## config.mk

```make
export PLATFORM = sky130hd
export DESIGN_NAME = ball_engine
export DESIGN_NICKNAME = d
export VERILOG_FILES = /design/src/rtl/ball_engine.sv
export SDC_FILE = /design/constraint.sdc
export NUM_CORES = 1
export LEC_CHECK = 0
export CORE_UTILIZATION = 35
export CTS_BUF_LIST = sky130_fd_sc_hd__clkbuf_8
export CTS_CLUSTER_DIAMETER = 80
export DETAILED_ROUTE_END_ITERATION = 10
export SLEW_MARGIN = 40
export SYNTH_ARGS = -nofsm -noshare
export SYNTH_HDL_FRONTEND = slang
export SYNTH_SLANG_ARGS = --single-unit
```

## constraint.sdc

```tcl
create_clock -name clk_0 -period 9.95 [get_ports clk_0]
set_input_delay 0.995 -clock clk_0 [delete_from_list [all_inputs] [get_ports clk_0]]
set_output_delay 0.995 -clock clk_0 [all_outputs]
set_load 0.005 [all_outputs]
```

## src/rtl/ball_engine.sv

```systemverilog
// Pong ball engine: serve sequencing, sub-pixel accumulator motion,
// wall exits/bounces and paddle edge/face collisions with speed-up.
module ball_engine #(
   parameter int unsigned H_VIDEO      = 640,
   parameter int unsigned V_VIDEO      = 480,
   parameter int unsigned BALL_W       = 16,
   parameter int unsigned PDL_W        = 12,
   parameter int unsigned PDL_H        = 96,
   parameter int unsigned TICK_HZ      = 25_175_000,
   parameter int unsigned MIN_VEL      = 400,
   parameter int unsigned MAX_VEL      = 500,
   parameter int unsigned VEL_STEP     = 20,
   parameter int unsigned SPEEDUP_EN   = 1,
   parameter int unsigned VEL_Y_GAIN   = 2,
   parameter int unsigned SERVE_CYCLES = 50_352_112,
   parameter int unsigned AUTO_SERVE   = 1
) (
   input  logic       clk_0,
   input  logic       rst,
   input  logic       start,
   input  logic       halt,
   input  logic [9:0] pdl1_xpos,
   input  logic [9:0] pdl1_ypos,
   input  logic [9:0] pdl2_xpos,
   input  logic [9:0] pdl2_ypos,
   output logic [9:0] ball_x,
   output logic [9:0] ball_y,
   output logic       ball_shown,
   output logic       miss_left,
   output logic       miss_right,
   output logic       paddle_hit,
   output logic [6:0] hit_y,
   output logic [1:0] state
);
   localparam int unsigned VW     = $clog2(MAX_VEL + 1);
   localparam int unsigned AW     = 25;
   localparam int unsigned SW     = AW + 1;
   localparam int unsigned PW     = 11;
   localparam int unsigned CW     = (SERVE_CYCLES > 1) ? $clog2(SERVE_CYCLES) : 1;
   localparam int unsigned HALF_H = PDL_H / 2;

   typedef enum logic [1:0] {
      S_IDLE  = 2'd0,
      S_SERVE = 2'd1,
      S_PLAY  = 2'd2,
      S_MISS  = 2'd3
   } state_t;

   state_t        state_q, state_d;
   logic [9:0]    bx_q, bx_d, by_q, by_d;
   logic [AW-1:0] ax_q, ax_d, ay_q, ay_d;
   logic [VW-1:0] vx_q, vx_d, vy_q, vy_d;
   logic          dx_q, dx_d, dy_q, dy_d, sdx_q, sdx_d, sdy_q, sdy_d;
   logic [CW-1:0] cnt_q, cnt_d;
   logic          ml_q, ml_d, mr_q, mr_d, hit_q, hit_d, shown_q, shown_d;
   logic [6:0]    hy_q, hy_d;

   // Closed-interval overlap of ball square and paddle rectangle.
   function automatic logic overlap(input logic [PW-1:0] bx, by, px, py);
      return (bx <= px + PW'(PDL_W)) && (px <= bx + PW'(BALL_W)) &&
             (by <= py + PW'(PDL_H)) && (py <= by + PW'(BALL_W));
   endfunction

   logic [PW-1:0] bx_w, by_w, py_sel, ball_c, pdl_c, off;
   logic          wall_r, wall_l, y_bottom, y_top, ovl_r, ovl_l, exit_c;
   logic          edge_top, edge_bot;
   logic [6:0]    hy_face;
   logic [31:0]   vy_sum, vx_sum;
   logic [SW-1:0] sum_x, sum_y;

   assign bx_w     = PW'(bx_q);
   assign by_w     = PW'(by_q);
   assign wall_r   = bx_w >= PW'(H_VIDEO - BALL_W - 1);
   assign wall_l   = bx_w == '0;
   assign y_bottom = by_w >= PW'(V_VIDEO - BALL_W - 1);
   assign y_top    = by_w == '0;
   assign exit_c   = wall_r | wall_l;
   assign ovl_r    = overlap(bx_w, by_w, PW'(pdl2_xpos), PW'(pdl2_ypos));
   assign ovl_l    = overlap(bx_w, by_w, PW'(pdl1_xpos), PW'(pdl1_ypos));
   assign py_sel   = ovl_r ? PW'(pdl2_ypos) : PW'(pdl1_ypos);
   assign edge_top = (by_w + PW'(BALL_W)) <= (py_sel + PW'(1));
   assign edge_bot = by_w >= (py_sel + PW'(PDL_H - 1));
   assign ball_c   = by_w + PW'(BALL_W / 2);
   assign pdl_c    = py_sel + PW'(HALF_H);
   assign off      = (ball_c >= pdl_c) ? (ball_c - pdl_c) : (pdl_c - ball_c);
   assign hy_face  = (off > PW'(HALF_H)) ? 7'(HALF_H) : off[6:0];
   assign vy_sum   = 32'(MIN_VEL) + 32'(hy_face) * 32'(VEL_Y_GAIN);
   assign vx_sum   = 32'(vx_q) + 32'(VEL_STEP);
   assign sum_x    = SW'(ax_q) + SW'(vx_q);
   assign sum_y    = SW'(ay_q) + SW'(vy_q);

   always_ff @(posedge clk_0) begin
      if (rst) state_q <= S_IDLE;
      else     state_q <= state_d;
   end

   always_comb begin
      state_d = state_q;
      case (state_q)
         S_IDLE:  if (start) state_d = S_SERVE;
         S_SERVE: if (cnt_q == CW'(SERVE_CYCLES - 1)) state_d = S_PLAY;
         S_PLAY:  if (exit_c) state_d = S_MISS;
         S_MISS:  state_d = (AUTO_SERVE != 0) ? S_SERVE : S_IDLE;
         default: state_d = S_IDLE;
      endcase
      if (halt) state_d = S_IDLE;
   end

   always_comb begin
      bx_d    = bx_q;
      by_d    = by_q;
      ax_d    = ax_q;
      ay_d    = ay_q;
      vx_d    = vx_q;
      vy_d    = vy_q;
      dx_d    = dx_q;
      dy_d    = dy_q;
      sdx_d   = sdx_q;
      sdy_d   = sdy_q;
      hy_d    = hy_q;
      ml_d    = 1'b0;
      mr_d    = 1'b0;
      hit_d   = 1'b0;
      shown_d = (state_d == S_PLAY);
      cnt_d   = (state_q == S_SERVE && state_d == S_SERVE) ? cnt_q + CW'(1) : '0;

      // Next serve heads toward whichever side just conceded.
      if (state_q == S_PLAY && !halt) begin
         if (wall_r) begin
            mr_d  = 1'b1;
            sdx_d = 1'b1;
         end else if (wall_l) begin
            ml_d  = 1'b1;
            sdx_d = 1'b0;
         end
      end

      if (state_d != S_PLAY) begin
         bx_d = 10'((H_VIDEO - BALL_W) / 2);
         by_d = 10'((V_VIDEO - BALL_W) / 2);
         ax_d = '0;
         ay_d = '0;
         vx_d = VW'(MIN_VEL);
         vy_d = VW'(MIN_VEL);
      end else if (state_q != S_PLAY) begin
         dx_d  = sdx_q;
         dy_d  = sdy_q;
         sdy_d = ~sdy_q;
      end else if (y_bottom) begin
         dy_d = 1'b0;
         by_d = by_q - 10'd1;
      end else if (y_top) begin
         dy_d = 1'b1;
         by_d = by_q + 10'd1;
      end else if (ovl_r || ovl_l) begin
         hit_d = 1'b1;
         if (edge_top || edge_bot) begin
            dy_d = ~dy_q;
            by_d = edge_top ? by_q - 10'd1 : by_q + 10'd1;
            hy_d = 7'(HALF_H);
         end else begin
            dx_d = ~ovl_r;
            bx_d = ovl_r ? bx_q - 10'd1 : bx_q + 10'd1;
            hy_d = hy_face;
            dy_d = (ball_c >= pdl_c);
            vy_d = (vy_sum > 32'(MAX_VEL)) ? VW'(MAX_VEL) : VW'(vy_sum);
            if (SPEEDUP_EN != 0)
               vx_d = (vx_sum > 32'(MAX_VEL)) ? VW'(MAX_VEL) : VW'(vx_sum);
         end
      end else begin
         if (sum_x >= SW'(TICK_HZ)) begin
            ax_d = AW'(sum_x - SW'(TICK_HZ));
            bx_d = dx_q ? bx_q + 10'd1 : bx_q - 10'd1;
         end else begin
            ax_d = AW'(sum_x);
         end
         if (sum_y >= SW'(TICK_HZ)) begin
            ay_d = AW'(sum_y - SW'(TICK_HZ));
            by_d = dy_q ? by_q + 10'd1 : by_q - 10'd1;
         end else begin
            ay_d = AW'(sum_y);
         end
      end
   end

   always_ff @(posedge clk_0) begin
      if (rst) begin
         bx_q    <= 10'((H_VIDEO - BALL_W) / 2);
         by_q    <= 10'((V_VIDEO - BALL_W) / 2);
         ax_q    <= '0;
         ay_q    <= '0;
         vx_q    <= VW'(MIN_VEL);
         vy_q    <= VW'(MIN_VEL);
         dx_q    <= 1'b0;
         dy_q    <= 1'b0;
         sdx_q   <= 1'b0;
         sdy_q   <= 1'b0;
         cnt_q   <= '0;
         ml_q    <= 1'b0;
         mr_q    <= 1'b0;
         hit_q   <= 1'b0;
         shown_q <= 1'b0;
         hy_q    <= '0;
      end else begin
         bx_q    <= bx_d;
         by_q    <= by_d;
         ax_q    <= ax_d;
         ay_q    <= ay_d;
         vx_q    <= vx_d;
         vy_q    <= vy_d;
         dx_q    <= dx_d;
         dy_q    <= dy_d;
         sdx_q   <= sdx_d;
         sdy_q   <= sdy_d;
         cnt_q   <= cnt_d;
         ml_q    <= ml_d;
         mr_q    <= mr_d;
         hit_q   <= hit_d;
         shown_q <= shown_d;
         hy_q    <= hy_d;
      end
   end

   assign ball_x     = bx_q;
   assign ball_y     = by_q;
   assign ball_shown = shown_q;
   assign miss_left  = ml_q;
   assign miss_right = mr_q;
   assign paddle_hit = hit_q;
   assign hit_y      = hy_q;
   assign state      = state_q;
endmodule

```

==> reports/results.txt <==
GRT met1 Usage: 26.1%
First-pass iteration count of the detailed router: 6
Met3 track demand over resource: 2.11%
Routed len/inst: 16.9 µm
CTS Buf Count: 17
CP delay by family, top: compound AO/OA/AOI/OAI gates
Setup_tns: 0 ps
Fin util: 39.9%
Final clock skew: 21.7 ps
Core ar.: 37700 µm²
Crit path buffers/inverters: 4
Postcts setup bufs: 0
Antenna Violating Nets Remaining: 0
Finish-stage setup viols: 0
#FFs+latches synth: 125
Largest net degree at the start of global routing: 45
Post-placement cell area: 14600 µm²
Critical Path Source Type: primary input
Post-route design area: 15000 µm²
Leakage Power: 0.00600 µW
Hold WC Path Type: register to register
Syn Area/Cell: 7.65 µm²
Final Critical Period: 9190 ps
Reg2reg end: vy_q[1]
Synthesis Warnings: 0
Clk pin slew, worst setup/hold paths: 100 ps
Initial antenna violation count: 0
Crit-path slowest cell: or4_4
Die H: 198 µm
Post-Route WL: 39100 µm
Sequential share of the synthesized area: 18.6%
Met2 Use GR: 34.4%
Ys flop type: dfxtp_1
DIE AREA: 39100 µm²
Post-synth ARST share: 0%
CTS hold repair buffers: 0
Clock Latency Late Sink: 470 ps
Vias/cell: 5.62
RSZ-0062 raised after global routing: false
# nets final: 2003
Initial Util: 35.6%
Syn_nets: 1969
Hpwl dp: 29300 µm
Crit. End Element: register
Critical path class: primary input to register
Tcrit/Tclk final: 92.4%
HP Start: hit_y[2]
Vias in the first global route: 12400
Status: complete, no violations
Unique cell type count in the Yosys netlist: 103
Ports: 77
R2R setup slack: 1400 ps
Global routing's busiest layer: met2
Reg2reg path depth: 31
Root Driver: clkbuf_8
Remaining routing DRC violations: 0
Crit-path most repeated cell: ha_1
Data arrival, critical path: 9580 ps
Count of pins over their slew limit: 0
Cells after Synth: 1754
Mapped Area: 13400 µm²
Terminating pin of the worst hold path: hit_y[2]
Hold path depth: 2
Global-route wire length before repair: 63300 µm
Clk sinks: 125
Gr usage total: 19.9%
Diodes inserted: 0
Final hold violation count: 0
Worst vdd ir: 0.0705 mV
P&R area growth vs syn: 11.9%
Reg2reg start: ball_y[5]
Worst-path fanout max: 17
Die width: 198 µm
Pwr Density: 84.0 nW/µm²
CTS tree: built
CP required: 10340 ps
Vias: 13000
Layout cells sized above 1: 5.77%
Port Buffers: 76
First DRT Iteration DRCs: 950
Actual slew at the worst max-slew pin: 917 ps
Post-CTS Resized: 0
Worst stage delay on the critical path: 670 ps
H-tree levels: 4
Post-synth EDFFs: 0
Worst relative slew slack: 38.8%
GP Congestion: 0.917
Max-Cap Viols: 0
Max Freq: 109 MHz
Bufs on Longest Clock Path: 2
GRT overflow: 0
Row count: 71
[layout by cell type, fill, tap and decap left out, drive strengths merged, types with 7 or more instances in the layout]
cell type      count
nor2             171
ha               167
nand2            143
dfxtp            125
a21oi            109
inv              108
o21ai             93
nand3             82
xnor2             79
clkdlybuf4s50     76
xor2              69
nor3              61
nand4             34
mux2i             33
or3               31
a21o              28
and3              28
a211oi            26
o211ai            23
nor2b             19
nand2b            19
clkbuf            17
and2              17
a31oi             15
nor4              14
a211o             12
o31ai             12
buf               11
o21a               9
a22o               9
or4                9
o211a              8
or2                7
a22oi              7
o2111ai            7
[state kept, by name, summed over array words and instances (netlist names)]
signal / flops
sdy_q: 1
ball_y: 10
ax_q: 23
ay_q: 24
paddle_hit: 1
vy_q: 8
ball_shown: 1
hit_y: 7
ball_x: 10
vx_q: 7
state: 2
sdx_q: 1
miss_left: 1
dy_q: 1
dx_q: 1
miss_right: 1
cnt_q: 26
[report_power, final]
group	internal (µW)	switching, µW	leakage (µW)	total (µW)
sequential	500	0.333	0.00101	500
combinational	123	169	0.00479	292
clock	192	277	0.000202	469
[synth_stat cells, types with 8 or more instances]
cell type | count | share of area [%]
a211o_1 | 12 | 0.78
o21ai_1 | 10 | 0.37
buf_2 | 16 | 0.60
nor4_1 | 14 | 0.65
nor2b_1 | 19 | 0.89
o21a_1 | 9 | 0.50
dfxtp_1 | 125 | 19
clkbuf_1 | 43 | 1.2
a21oi_1 | 104 | 3.9
a31oi_1 | 14 | 0.65
nor2_1 | 170 | 4.8
and2_1 | 16 | 0.75
nand3_1 | 80 | 3.0
o21ai_0 | 83 | 3.1
nand2b_1 | 19 | 0.89
nand4_1 | 33 | 1.5
and3_1 | 28 | 1.3
xnor2_1 | 79 | 5.2
o211ai_1 | 23 | 1.3
mux2i_1 | 31 | 2.3
inv_1 | 97 | 2.7
or4_1 | 8 | 0.45
a211oi_1 | 21 | 1.2
nor3_1 | 60 | 2.2
a21o_1 | 28 | 1.6
o31ai_1 | 10 | 0.56
ha_1 | 167 | 16
xor2_1 | 69 | 4.5
nand2_1 | 141 | 3.9
a22o_1 | 9 | 0.59
or3_1 | 31 | 1.4
[kinds of logic after synthesis]
kind of cell / count (synthesis) / synth area share [%]
and+or+nand+nor: 663 / 24.6
adders and majority gates: 171 / 16.2
xor gates and xnor gates: 149 / 9.82
DFF: 125 / 18.6
muxes: 38 / 3.00
buffers and inverters: 171 / 5.14
other: 1 / 0.0279
AOI/OAI and AO/OA: 436 / 22.6
[per-stage QoR]
| stage | power (µW) | worst slack [ps] | instances | hold slack, ps |
|---|---|---|---|---|
| floorplan | 714 | 1610 | 1754 | 420 |
| global route | 1330 | 169 | 2312 | 465 |
| global placement | 796 | 696 | 2279 | 436 |
| finish | 1260 | 758 | 2312 | 456 |
| CTS | 1270 | 865 | 2312 | 460 |
| detailed placement | 800 | 413 | 2280 | 441 |
[per-layer routing]
layer	vias to the layer above	routed length, µm
met1	6172	18200
met2	329	18500
met5	-	0
met4	0	736
li1	6437	-
met3	54	1590
[worst max-delay path by stage]
stage,from,endpoint,slack [ps],depth (start not counted)
after floorplan,pdl2_xpos[2],vy_q[1],1610,33
after global placement,pdl2_xpos[2],vy_q[1],700,31
after detailed placement,pdl2_xpos[2],vy_q[1],410,32
after CTS,pdl2_xpos[2],vy_q[1],860,32
after global routing,pdl2_xpos[2],vy_q[1],170,32
final,pdl2_xpos[2],vy_q[1],760,32
[final cells by class]
type | count | area (µm²)
clock buffer | 17 | 234
clock inverter | 15 | 168
fill | 3925 | 22600
inverter | 99 | 372
multi-input combinational | 1458 | 10300
sequential | 125 | 2500
tap | 511 | 639
timing repair buffer | 87 | 851
[worst reg2reg max path, delay by kind of cell, from the launching register on]
family / cells / cell delay (ps)
AO/OA/AOI/OAI: 13 / 3400
AND/OR/NAND/NOR: 8 / 1730
adder cells (fa/ha/maj): 4 / 1340
XOR/XNOR: 3 / 880
flip-flops: 1 / 700
buffers and inverters: 3 / 440
(Power assumes the default switching activity.)
